## src/rtl/synth_pkg.sv

```systemverilog
// Shared encodings and helpers for the tone generator slice.
// Waveform selects, envelope states and the phase increment constant.
package synth_pkg;

    localparam logic [1:0] WAVE_SQUARE = 2'd0;
    localparam logic [1:0] WAVE_SAW    = 2'd1;
    localparam logic [1:0] WAVE_TRI    = 2'd2;
    localparam logic [1:0] WAVE_OFF    = 2'd3;

    typedef enum logic [1:0] {
        ENV_IDLE,
        ENV_ATTACK,
        ENV_SUSTAIN,
        ENV_RELEASE
    } env_state_t;

    // K = floor(2^(phase_w+8) / sample_hz), the per-Hz increment scaled by 256
    function automatic logic [31:0] calc_k(input int phase_w, input int sample_hz);
        logic [63:0] num;
        logic [63:0] den;
        num = 64'd1 << (phase_w + 8);
        den = 64'(sample_hz);
        return 32'(num / den);
    endfunction

endpackage

```

## src/rtl/tone_env.sv

```systemverilog
// Attack/sustain/release envelope: state machine plus 8-bit amplitude.
// Gate edges are honoured every cycle; amplitude steps only on sample ticks.
module tone_env
    import synth_pkg::*;
#(
    parameter int ATK_STEP = 1,
    parameter int REL_STEP = 1
) (
    input  logic       clk,
    input  logic       rst,
    input  logic       tick,
    input  logic       gate,
    output logic [7:0] amp,
    output env_state_t state
);

    env_state_t state_n;
    logic [7:0] amp_n;
    logic [8:0] up;
    logic [8:0] dn;
    logic [7:0] up_sat;
    logic [7:0] dn_sat;

    // 9-bit sums expose overflow/borrow for saturation
    assign up     = {1'b0, amp} + 9'(ATK_STEP);
    assign dn     = {1'b0, amp} - 9'(REL_STEP);
    assign up_sat = up[8] ? 8'hFF : up[7:0];
    assign dn_sat = dn[8] ? 8'h00 : dn[7:0];

    always_ff @(posedge clk or posedge rst) begin
        if (rst) begin
            state <= ENV_IDLE;
            amp   <= 8'd0;
        end else begin
            state <= state_n;
            amp   <= amp_n;
        end
    end

    always_comb begin
        state_n = state;
        amp_n   = amp;
        unique case (state)
            ENV_IDLE: begin
                amp_n = 8'd0;
                if (gate) state_n = ENV_ATTACK;
            end
            ENV_ATTACK: begin
                if (!gate) begin
                    state_n = ENV_RELEASE;
                end else if (tick) begin
                    amp_n = up_sat;
                    if (up_sat == 8'hFF) state_n = ENV_SUSTAIN;
                end
            end
            ENV_SUSTAIN: begin
                amp_n = 8'hFF;
                if (!gate) state_n = ENV_RELEASE;
            end
            ENV_RELEASE: begin
                if (gate) begin
                    state_n = ENV_ATTACK;
                end else if (tick) begin
                    amp_n = dn_sat;
                    if (dn_sat == 8'd0) state_n = ENV_IDLE;
                end
            end
            default: begin
                state_n = ENV_IDLE;
                amp_n   = 8'd0;
            end
        endcase
    end

endmodule

```

## src/rtl/tone_gen.sv

```systemverilog
// Phase-accumulator oscillator with envelope, emitting signed 8-bit samples.
// Retunes only at phase wrap so frequency changes never tear a waveform cycle.
module tone_gen
    import synth_pkg::*;
#(
    parameter int CLK_HZ    = 100000000,
    parameter int SAMPLE_HZ = 48000,
    parameter int PHASE_W   = 24,
    parameter int ATK_STEP  = 1,
    parameter int REL_STEP  = 1
) (
    input  logic        clk,
    input  logic        rst,
    input  logic [11:0] freq,
    input  logic        gate,
    input  logic [1:0]  wave_sel,
    output logic [7:0]  sample,
    output logic        sample_valid,
    output logic        active
);

    localparam int          DIV = CLK_HZ / SAMPLE_HZ;
    localparam int          CW  = (DIV > 1) ? $clog2(DIV) : 1;
    localparam logic [31:0] K   = calc_k(PHASE_W, SAMPLE_HZ);

    logic [CW-1:0]        cnt;
    logic                 tick;
    logic [PHASE_W-1:0]   phase;
    logic [PHASE_W-1:0]   inc_pending;
    logic [PHASE_W-1:0]   inc_active;
    logic [PHASE_W:0]     sum;
    logic                 carry;
    logic [43:0]          prod_f;
    logic [PHASE_W-1:0]   inc_next;
    logic [7:0]           amp;
    env_state_t           state;
    logic                 start;
    logic [8:0]           p;
    logic [7:0]           tri_t;
    logic signed [7:0]    raw;
    logic signed [16:0]   mult;

    tone_env #(
        .ATK_STEP(ATK_STEP),
        .REL_STEP(REL_STEP)
    ) u_env (
        .clk  (clk),
        .rst  (rst),
        .tick (tick),
        .gate (gate),
        .amp  (amp),
        .state(state)
    );

    assign tick     = (cnt == CW'(DIV - 1));
    assign start    = (state == ENV_IDLE) && gate;
    assign sum      = {1'b0, phase} + {1'b0, inc_active};
    assign carry    = sum[PHASE_W];
    assign prod_f   = {32'd0, freq} * {12'd0, K};
    assign inc_next = prod_f[PHASE_W+7:8];
    assign active   = (state != ENV_IDLE);

    assign p     = phase[PHASE_W-1 -: 9];
    assign tri_t = p[8] ? (8'd255 - p[7:0]) : p[7:0];

    always_comb begin
        raw = 8'sd0;
        unique case (wave_sel)
            WAVE_SQUARE: raw = p[8] ? -8'sd127 : 8'sd127;
            WAVE_SAW:    raw = {~p[8], p[7:1]};
            WAVE_TRI:    raw = tri_t - 8'd128;
            WAVE_OFF:    raw = 8'sd0;
            default:     raw = 8'sd0;
        endcase
    end

    // Bits [15:8] of the signed product are the floor of the >>> 8
    assign mult = raw * $signed({1'b0, amp});

    always_ff @(posedge clk or posedge rst) begin
        if (rst) begin
            cnt          <= '0;
            sample_valid <= 1'b0;
            sample       <= 8'd0;
            phase        <= '0;
            inc_pending  <= '0;
            inc_active   <= '0;
        end else begin
            cnt          <= tick ? '0 : cnt + 1'b1;
            sample_valid <= tick;
            inc_pending  <= inc_next;
            if (state == ENV_IDLE || (tick && carry))
                inc_active <= inc_pending;
            if (start)
                phase <= '0;
            else if (tick)
                phase <= sum[PHASE_W-1:0];
            if (tick)
                sample <= mult[15:8];
        end
    end

endmodule

```

## config.mk

```make
export PLATFORM = sky130hd
export DESIGN_NAME = tone_gen
export DESIGN_NICKNAME = d
export VERILOG_FILES = /design/src/rtl/synth_pkg.sv /design/src/rtl/tone_env.sv /design/src/rtl/tone_gen.sv
export SDC_FILE = /design/constraint.sdc
export NUM_CORES = 1
export LEC_CHECK = 0
export CAP_MARGIN = 20
export CORE_MARGIN = 2
export CORE_UTILIZATION = 55
export DETAILED_ROUTE_END_ITERATION = 8
export GPL_TIMING_DRIVEN = 0
export PLACE_DENSITY_LB_ADDON = 0.15
export RECOVER_POWER = 25
export REMOVE_ABC_BUFFERS = 1
export SYNTH_ARGS = -nofsm -noshare
export SYNTH_HDL_FRONTEND = slang
export SYNTH_SLANG_ARGS = --single-unit
```

## constraint.sdc

```tcl
create_clock -name clk -period 6.6 [get_ports clk]
set_input_delay 1.32 -clock clk [delete_from_list [all_inputs] [get_ports clk]]
set_output_delay 1.32 -clock clk [all_outputs]
set_load 0.02 [all_outputs]
```

== After elaboration in Yosys (flattened, before gate mapping) ==
Index checks and enable logic that the tools add are counted.

* Logic and storage cells: 67
* Input port bits: 17
* Output and inout bits: 10
* Flip-flop bits (word level): 97

* Bitwise gates (word level): 1
* $mul: 2
* $add $sub $neg: 6
* Reductions and logical operators: 10
* Multiplexer cells: 22
* Eq/ne operators: 18

{| class="wikitable"
|+ Operators by type and width
! cell !! count
|-
| 8-bit two-way mux || 8
|-
| 8-bit one-hot mux with 4 select lines || 2
|-
| 24-bit two-way mux || 2
|-
| 12-bit by 16-bit multiplier with 28-bit output, second input constant || 1
|-
| 24-bit by 21-bit adder with 25-bit output || 1
|-
| 8-bit by 9-bit multiplier with 16-bit output || 1
|-
| 2-bit two-way mux || 8
|-
| 12-bit by 1-bit adder with 12-bit output, second input constant || 1
|-
| 12-bit equality test, second input constant || 1
|-
| 12-bit two-way mux || 1
|-
| 2-bit != test, second input constant || 6
|-
| 8-bit by 1-bit adder with 9-bit output, second input constant || 1
|-
| 8-bit by 1-bit subtractor with 9-bit output, second input constant || 1
|-
| 2-bit equality test, second input constant || 4
|-
| 8-bit equality test, second input constant || 1
|-
| 8-bit logical NOT || 1
|-
| 2-bit one-hot mux with 4 select lines || 1
|-
| 8-bit subtractor, first input constant || 1
|-
| 8-bit subtractor, second input constant || 1
|-
| 3-bit by 2-bit != test with 1-bit output, second input constant || 2
|-
| 3-bit != test, second input constant || 2
|-
| 6-bit AND reduction || 1
|-
| 2-bit by 1-bit equality test with 1-bit output, second input constant || 2
|-
| 2-bit logical NOT || 2
|-
| other kinds (5) || 7
|}

== Logic depth before layout (Yosys ltp) ==
Gate-level depths: netlist of the first run.

* Word-level depth: 7
* Mapped depth: 21
* Mapped depth without buffers: 20

== Modules after synthesis ==
Synthesis of the first run repeated with hierarchy kept, for this count alone.

* Cell total of the unflattened synthesis: 1123
* Area, all modules: 10660.2 sq um

{| class="wikitable"
|+ By module, submodules not included
! module !! cells an instance !! area an instance (sq um) !! instances !! seq. area each (sq um)
|-
| tone_gen || 989 || 9606.7 || 1 || 2177.1
|-
| tone_env || 134 || 1053.5 || 1 || 250.2
|}

== Worst setup path after synthesis of the first run ==
OpenSTA, ideal clock, no wires.

* Path type: input to register
* Start point: in wave_sel[1]
* End point: reg sample[7]
* Library setup time: 0.135 ns
* Path buffers: 1
* Data arrival time: 5.942 ns
* Path slack: 0.522 ns
* Data required time: 6.465 ns
* Cell stages on the path: 19
* Cells stage by stage: clkbuf_1 nor2b_1 xnor2_1 a22oi_1 nand2b_1 fa_1 fa_1 inv_1 fa_1 fa_1 ha_1 a21o_1 a21oi_1 o21ai_0 o311ai_0 a21oi_1 a21oi_1 xnor2_1 o21ai_0

* Word-level cells in the longest chain between the ends: 3
* Elaborated cells on any way between the ends: 6
* Classes of those cells: mul: 1; eq/ne: 3; mux: 1; reduce/logical: 1

{| class="wikitable"
|+ Ends and longest elaborated chain
! element !! line !! RTL
|-
| start: declaration || tone_gen.sv:16 || <nowiki>input logic [1:0] wave_sel,</nowiki>
|-
| 2-bit equality test (tied with other cells) || tone_gen.sv:68 || <nowiki>unique case (wave_sel)</nowiki>
|-
| 8-bit one-hot mux with 4 select lines * || tone_gen.sv:68 ||
|-
| 8-bit by 9-bit multiplier with 16-bit output * || tone_gen.sv:78 || <nowiki>assign mult = raw * $signed({1'b0, amp});</nowiki>
|-
| end signal: assignment || tone_gen.sv:99 || <nowiki>sample <= mult[15:8];</nowiki>
|-
| end: declaration || tone_gen.sv:17 || <nowiki>output logic [7:0] sample,</nowiki>
|}

Every way passes the cells marked *; elsewhere a longest branch is shown, timed or not.
A chain may end at the register's enable or synchronous reset.

== Final worst setup path of the first run ==
* Start point: in wave_sel[0]
* End point: reg sample[7]

Same word-level chain as after synthesis.

==> results of run 1 <==
-- path summary, 6_finish.rpt --
check / slack [ns] / cells past startpoint / to / start
setup / recovery: 0.28 / 19 / sample[7] / wave_sel[0]
hold / removal: 0.47 / 1 / inc_active[15] / inc_pending[15]
setup reg to reg: 0.80 / 18 / sample[7] / phase[23]
hold reg to reg: 0.47 / 1 / inc_active[15] / inc_pending[15]
max in group asynchronous: 3.60 / 2 / phase[5] / rst
min in group asynchronous: 1.99 / 2 / u_env.amp[7] / rst
-- registers in the layout (all words and copies together), names as in the netlist --
name,count
cnt,12
inc_active,21
inc_pending,21
phase,24
sample,8
sample_valid,1
u_env.amp,8
u_env.state,2
-- cell usage after synthesis, drive strengths merged (9+ instances only) --
cell,n,share of area (%)
a211oi,16,1.2
a21o,25,1.8
a21oi,47,2.2
a31oi,9,0.53
and3,10,0.59
buf,11,0.60
clkbuf,20,0.71
dfrtp,97,23
fa,94,18
ha,147,17
inv,163,5.8
mux2,25,3.4
nand2,52,1.8
nand2b,24,1.4
nand3,23,1.1
nand4,9,0.53
nor2,75,2.7
nor2b,41,2.4
nor3,16,0.76
o21ai,51,2.4
xnor2,37,3.1
xor2,25,2.1
-- logic make-up (layout without fill, tap and decap cells) --
logic type / after synthesis / in the layout / synth area share (%)
adder cells (fa/ha/maj): 241 / 241 / 35.2
AND/OR/NAND/NOR: 282 / 282 / 13.5
AO/OA/AOI/OAI: 199 / 199 / 12.5
buffers and inverters: 195 / 218 / 7.14
multiplexers: 28 / 28 / 3.65
XOR/XNOR: 62 / 62 / 5.13
flip-flops: 97 / 97 / 22.9
other: 0 / 1 / 0
-- critical path, cell delays in order --
cell and delay, ns:
clkdlybuf4s50_1 0.52, inv_2 0.23, nor2_4 0.09, a22oi_2 0.40, nand2b_1 0.19, fa_1 0.44, fa_1 0.50, inv_1 0.06
fa_1 0.50, fa_1 0.49, ha_1 0.34, a21o_1 0.16, a21oi_1 0.12, o21ai_0 0.19, o311ai_2 0.38, a21oi_1 0.16
a21oi_1 0.22, xnor2_1 0.13, o21ai_0 0.08
-- per-stage QoR --
stage	TNS, ns	cell area [um^2]
3_5_place_dp	-2.22	11100
5_1_grt	-0.0196	11500
6_report	0	11500
4_1_cts	0	11500
2_1_floorplan	0	10400
3_3_place_gp	-2.15	11000
-- layout make-up --
cell class              instances  area, um^2  share of cell area, %
multi-input cells             812        7460                   64.7
flip-flops and latches         97        2430                   21.0
inverters                     164         618                   5.36
repair buffers                 38         418                   3.62
well taps                     234         293                   2.54
clock buffers                  10         229                   1.98
clock inverters                 6        90.1                  0.781
diodes                          1        2.50                 0.0217
-- what timing repair did --
action	in CTS	in global routing
gates resized for setup	11	4
setup endpoints to repair	3	6
pin swaps	0	8
buffers inserted	0	9
-- metal layers --
layer,track usage [%],up-vias
met3,2.11,27
met2,39.4,93
met1,26.5,3639
li1,-,3732
met5,0,-
met4,7.35,0
-- power breakdown --
part	switching, mW	internal [mW]
Clock	0.231	0.334
Combinational	1.54	1.31
Sequential	0.159	0.785
Total	1.93	2.43
==> metrics.txt, run 1 <==
final core occ approximately three fifths; number of synthesized flops with an enable pin 0; register area share after synthesis 22.9%; Post-synth top flop dfrtp_1; final setup fails 0; Tot GR Track Use 21.5%; First-pass DRT Iterations 4; skew final 0.0144 ns; initial DRC count around 320; Initial Utilization 56.4%; initial antenna violation count 0; die width ~140 um; Fillers 1,590; final non-filler cell total between 1k and 1.5k; Clock Latency Late Sink 0.35 ns; die height between 100 and 150 um; Yosys warning total 0; RSZ-0062 raised after global routing yes; Max Clk Rate 158 MHz; DP Worst Slack -0.654 ns; most frequent cells in the layout inv_1 (161), ha_1 (147), dfrtp_1 (97), fa_1 (94), nor2_1 (72); synth unique cells 68; Final Hold Fails 0; clock-pin slew on the worst setup and hold paths 0.07 ns; WL met1 9140 um; Layout Nets 1,380; clock buffer depth 2; largest net degree at the start of global routing between 50 and 60; max-slew violations between 40 and 50; power density cells 378 nW/um^2; crit share post-route 95.8%; hold slack around 0.47 ns; H-tree Lvls 3; vias in the first global route 7,539; antenna-violating nets left 0; IO buf count 26; CTS tree built; first-pass GRT wire length 35,400 um; CP endpoint kind flop; final worst slack approximately 0.28 ns; Crit path arrival time 6.54 ns; cell area after synthesis 10,600 um^2; commonest non-fill, non-tap cell in the layout inv_1; Post-CTS Hold Buffers 0; Final min period ~6.3 ns; Slew @ Worst Pin 2.18 ns; die area 20,400 um^2; Final Power 4.36 mW; Placed Instances 1,336; Worst slew margin -45.9%; Max VDD drop 155 uV; startpoint class of the critical path input pin; CP Class in -> reg; fraction of layout cells with a size suffix above 1 7.28%; MaxCap Viol Count 1; WL final between 20,000 and 25,000 um; Vias between 7k and 8k; core area between 15,000 and 20,000 um^2; clock net sink count 97; Seq cells post-synth 97; metal2 WL 10,500 um; TritonCTS buffer count 9; Rows 50; # IOs 27; vias per cell 5.50; Crit path required time 6.82 ns; Max FO, Critical Path 7; Gate Count Post-Synth 1,104; WL met3 just over 400 um; top layer in use met4; GRT overflow 0; P_leak 5.89 nW; GP Congestion roughly 0.88; CTS root buffer clkbuf_16; Syn-to-layout area delta 9.02%; DR WL/cell 15.1 um; outcome finished with violations; failing checks capacitance limit, slew limit; DRC 0; syn avg cell area 9.59 um^2; Async S/R FF share, synth 100%; post-DP HPWL approximately 16,000 um; HP Class reg -> reg
Note: power is estimated with default switching activity, not from simulation.
==> run 2, diff against run 1 <==
--- a/config.mk
+++ b/config.mk
@@ -6,8 +6,7 @@
 export NUM_CORES = 1
 export LEC_CHECK = 0
 export CAP_MARGIN = 20
-export CORE_MARGIN = 2
-export CORE_UTILIZATION = 55
+export CORE_UTILIZATION = 60
 export DETAILED_ROUTE_END_ITERATION = 8
 export GPL_TIMING_DRIVEN = 0
 export PLACE_DENSITY_LB_ADDON = 0.15
==> run 2 against run 1 <==
Effect of this change:
- the flow still finishes with violations (capacitance limit, slew limit)
- register-to-register slack better by 0.14 ns
- clock power down 2%
- core utilization up 4.8 points
- design area down 1.1%
- sequential power about the same
- routed wire length about the same
- non-clock buffer count down 8
- worst hold slack better by 0.00077 ns
- count of clock-buffer cells in the layout unchanged
- flip-flop and latch count unchanged
- critical endpoint is now inc_pending[18]
- largest cell class unchanged
==> metrics.txt, run 2 (same netlist as run 1, synthesis figures left out) <==
DP Worst Slack -0.596 ns; max-slew violations 69; power density cells 380 nW/um^2; most frequent cells in the layout inv_1 (161), ha_1 (147), dfrtp_1 (97), fa_1 (94), nor2_1 (72); HP Class reg -> reg; MaxCap Viol Count 1; CP endpoint kind flop; final non-filler cell total 1,344; failing checks capacitance limit, slew limit; antenna-violating nets left 0; cell mode on critical path inv_1; WL final approximately 20,000 um; Tot GR Track Use 24.4%; GP Congestion approximately 0.9; die area 18,200 um^2; Layout Nets ~1.4k; vias in the first global route 7,637; Final min period around 6.3 ns; slowest CP cell clkdlybuf4s50_1; skew final about 0.011 ns; final instance area 11,400 um^2; first-pass GRT wire length around 35,000 um; Placed Instances 1,327; number of flip-flops in the largest register 24; die width 135 um; Max Clk Rate 158 MHz; Slew @ Worst Pin 3.49 ns; critical path, cell by cell clkdlybuf4s50_1 > ha_1 > inv_1 > fa_1 > inv_1 > ha_1 > fa_1 > inv_1 > fa_1 > inv_1 > ha_1 > a21o_1 > a211oi_1 > nor2_1 > o31ai_1 > a32oi_1 > a221o_1 > a211oi_2 > nor2_1; # IOs 27; clock buffer depth 2; Crit path required time 6.84 ns; DP Area between 10,000 and 15,000 um^2; Crit path arrival time ~6.6 ns; DR WL/cell 15.2 um; vias per cell 5.66; initial DRC count 339; post-DP HPWL 16,300 um; largest net degree at the start of global routing 69; CP Class in -> reg; CTS root buffer clkbuf_16; Max VDD drop 262 uV; Multi-input gate area ~7500 um^2; core area 17,200 um^2; RSZ-0062 raised after global routing no; commonest non-fill, non-tap cell in the layout inv_1; Clock Latency Late Sink 0.35 ns; Initial Utilization 61.4%; Vias around 7.6k; H-tree Lvls 3; IO buf count 26; crit path buf inv count 5; P_leak just under 6 nW; startpoint class of the critical path input pin; fraction of layout cells with a size suffix above 1 under 10%; clock net sink count 97; Worst slew margin -132%; die height 135 um; Largest regs phase x24, inc_active x21, inc_pending x21; First-pass DRT Iterations 5; Final Hold Fails 0; GRT overflow 0; outcome finished with violations; crit share post-route 95.8%; final worst slack 0.274 ns; DRC 0; Fillers 1,365; CTS tree built; Setup Total Neg Slack 0 ns; TritonCTS buffer count 9; Reg area 2430 um^2; clock-pin slew on the worst setup and hold paths 0.07 ns; Max FO, Critical Path 5; Biggest register phase; Syn-to-layout area delta 7.87%; Rows 48; Final Power 4.34 mW; cell family with most CP delay adder cells; initial antenna violation count 0; crit-path max cell delay 0.65 ns; diodes inserted 0; final setup fails 0
run 2: report_power, final:
group | internal, mW | total [mW] | leakage (nW) | switching, mW
Sequential | 0.785 | 0.948 | 1.20 | 0.162
Combinational | 1.30 | 2.84 | 4.48 | 1.54
Clock | 0.310 | 0.553 | 0.154 | 0.243
run 2: cell type report:
| class | count | area share (%) |
|---|---|---|
| well taps | 225 | 2.47 |
| flip-flops and latches | 97 | 21.3 |
| clock buffers | 10 | 2.09 |
| repair buffers | 30 | 2.84 |
| multi-input cells | 812 | 65.3 |
| clock inverters | 6 | 0.647 |
| inverters | 164 | 5.41 |
run 2: path summary, 6_finish.rpt:
check / startpoint / depth (start not counted) / slack (ns) / endpoint
max: freq[8] / 19 / 0.27 / inc_pending[18]
min: inc_pending[6] / 1 / 0.47 / inc_active[6]
max reg2reg: phase[23] / 18 / 0.94 / sample[7]
min reg2reg: inc_pending[6] / 1 / 0.47 / inc_active[6]
max in group asynchronous: rst / 3 / 1.02 / sample[3]
min in group asynchronous: rst / 2 / 1.71 / inc_pending[20]
run 2: metrics by stage:
step,utilization (%),hold slack (ns)
final,66.2,0.474
after global routing,66.2,0.479
after CTS,66.3,0.478
after detailed placement,64.3,0.464
after global placement,63.7,0.458
after floorplan,-,0.452
run 2: repair_timing:
action	CTS	global route
setup buffers	0	1
hold endpoints to repair	0	0
resized for setup	9	5
endpoints found under the setup margin	5	6
gates cloned	0	0
pin swaps	0	2
hold buffers	0	0
run 2: layer usage:
layer	global-route usage, %	part of all wire, %
met5	0	0
met4	7.24	1.7
met3	2.29	2.1
met2	45.0	53
met1	30.0	44
==> run 3, diff against run 2 <==
--- a/config.mk
+++ b/config.mk
@@ -12,6 +12,7 @@
 export PLACE_DENSITY_LB_ADDON = 0.15
 export RECOVER_POWER = 25
 export REMOVE_ABC_BUFFERS = 1
+export SLEW_MARGIN = 20
 export SYNTH_ARGS = -nofsm -noshare
 export SYNTH_HDL_FRONTEND = slang
 export SYNTH_SLANG_ARGS = --single-unit
==> run 3 against run 2 <==
Effect of this change:
- the run still ends with capacitance limit, slew limit left
- final cell count up 0.45%
- sequential power about the same
- sequential share of layout area down 0.083 points
- critical endpoint is now sample[7]
- design area up 0.39%
==> metrics.txt, run 3 (same netlist as run 1, synthesis figures left out) <==
vias per cell 5.59; First-pass DRT Iterations 4; P_sw ~1.9 mW; failing checks capacitance limit, slew limit; GP Congestion 0.900; HP Class reg -> reg; R2R depth 18; Flop pwr share 21.8%; Post-CTS Hold Buffers 0; P_leak 5.85 nW; initial DRC count 314; startpoint class of the critical path input pin; Largest regs phase x24, inc_active x21, inc_pending x21; GRT overflow 0; commonest non-fill, non-tap cell in the layout inv_1; r2r setup slk 0.99 ns; post-DP HPWL 16,200 um; Hold Path End inc_active[6]; DR WL/cell ~15 um; Fillers 1,392; Clock Latency Late Sink 0.35 ns; clock net sink count 97; MaxCap Viol Count 1; first-pass GRT wire length 34,900 um; Initial Utilization 61.4%; Hold Path Cell Cnt 1; CP Class in -> reg; clock buffer depth 2; DP Worst Slack -0.642 ns; H-tree Lvls 3; skew final approximately 0.011 ns; Rows 48; Vias 7,540; Crit path required time 6.80 ns; RR Endpoint sample[7]; Clock power frac 12.7%; die area between 15,000 and 20,000 um^2; vias in the first global route between 7k and 8k; initial antenna violation count 0; die width 135 um; sw frac 44.6%; Combinational Power Share 65.6%; final setup fails 0; Slew @ Worst Pin 3.05 ns; power density cells 379 nW/um^2; DRC 0; final core occ between 60% and 70%; Placed Instances 1,326; Crit path arrival time 6.54 ns; die height between 100 and 150 um; Final Power between 4 and 5 mW; crit share post-route 96.1%; antenna-violating nets left 0; clock-pin slew on the worst setup and hold paths 0.07 ns; P_int ~2.4 mW; Worst slew margin -104%; largest net degree at the start of global routing 70; max-slew violations 70; CTS tree built; core area 17,200 um^2; most frequent cells in the layout inv_1 (162), ha_1 (147), dfrtp_1 (97), fa_1 (94), nor2_1 (72); Syn-to-layout area delta 8.30%; Layout Nets 1,378; Tot GR Track Use 23.9%; Biggest register phase; IO buf count 26; Max Clk Rate 158 MHz; diodes inserted 0; CP endpoint kind flop; final instance area between 10,000 and 15,000 um^2; Hold Startpoint inc_pending[6]; WL final 20,400 um; FF-to-FF Start phase[23]; Max VDD drop around 190 uV; final non-filler cell total 1,350; final worst slack 0.255 ns; Max FO, Critical Path 8; outcome finished with violations; DP Area 11,100 um^2; TritonCTS buffer count 9; number of flip-flops in the largest register 24; # IOs 27; Final min period 6.34 ns; CTS root buffer clkbuf_16; Final Hold Fails 0; Reg area 2430 um^2; Multi-input gate area ~7500 um^2; RSZ-0062 raised after global routing no; fraction of layout cells with a size suffix above 1 7.11%
## run 3: changes by cell type in the layout (fill, tap and decap cells not counted), sizes merged
cell,before,now
buf,3,9
clkbuf,11,10
clkdlybuf4s25,0,1
clkinvlp,1,2
dlygate4sd2,0,1
dlymetal6s2s,2,1
inv,165,164
## run 3: metrics by stage
stage | hold WS (ns) | TNS (ns)
floorplan | 0.452 | 0
detailed placement | 0.465 | -2.46
global route | 0.480 | 0
finish | 0.474 | 0
CTS | 0.479 | 0
global placement | 0.458 | -2.29
## run 3: layout make-up
type	count	area share, %
clock buffer	10	2.08
clock inverter	6	0.655
inverter	164	5.39
multi-input combinational	812	65.1
sequential	97	21.2
tap	225	2.46
timing repair buffer	36	3.13
## run 3: power by group through the flow
stage / registers (mW) / clock network (mW) / logic (mW)
4_1_cts: 0.945 / 0.565 / 2.86
2_1_floorplan: 0.894 / 0 / 2.31
5_1_grt: 0.969 / 0.587 / 3.25
3_3_place_gp: 0.950 / 0 / 2.75
3_5_place_dp: 0.958 / 0 / 2.83
6_report: 0.945 / 0.549 / 2.85
## run 3: repair_timing
| action | 4_1_cts | 5_1_grt |
|---|---|---|
| setup buffers | 0 | 8 |
| pin swaps | 0 | 6 |
| setup endpoints to repair | 5 | 6 |
| resized for setup | 11 | 3 |
## run 3: metal layers
metal  GRT usage (%)  routed length, um  share of wire [%]
met1            29.6               8980                 44
met2            43.7              10500                 51
met3            2.21                499                2.4
met4            8.05                468                2.3
met5               0                  0                  0
## run 3: how the worst max path moves through the flow
stage | slack (ns) | endpoint | depth (start not counted) | from
2_1_floorplan | 0.67 | sample[7] | 18 | wave_sel[0]
3_3_place_gp | -0.61 | sample[7] | 19 | wave_sel[1]
3_5_place_dp | -0.64 | sample[7] | 19 | wave_sel[1]
4_1_cts | 0.04 | sample[7] | 19 | wave_sel[0]
5_1_grt | 0.004 | inc_pending[18] | 19 | freq[8]
6_report | 0.26 | sample[7] | 19 | wave_sel[0]
## run 3: worst max-delay path, stage by stage
cell,delay (ns)
clkdlybuf4s50_1,0.57
inv_1,0.21
nor2_4,0.27
a22oi_2,0.21
nand2b_1,0.22
fa_1,0.53
fa_1,0.53
inv_1,0.06
fa_1,0.46
fa_1,0.49
ha_1,0.33
a21o_1,0.17
a21oi_1,0.12
o21ai_1,0.15
o311ai_2,0.31
a21oi_1,0.16
a21oi_1,0.20
xnor2_1,0.13
o21ai_0,0.09
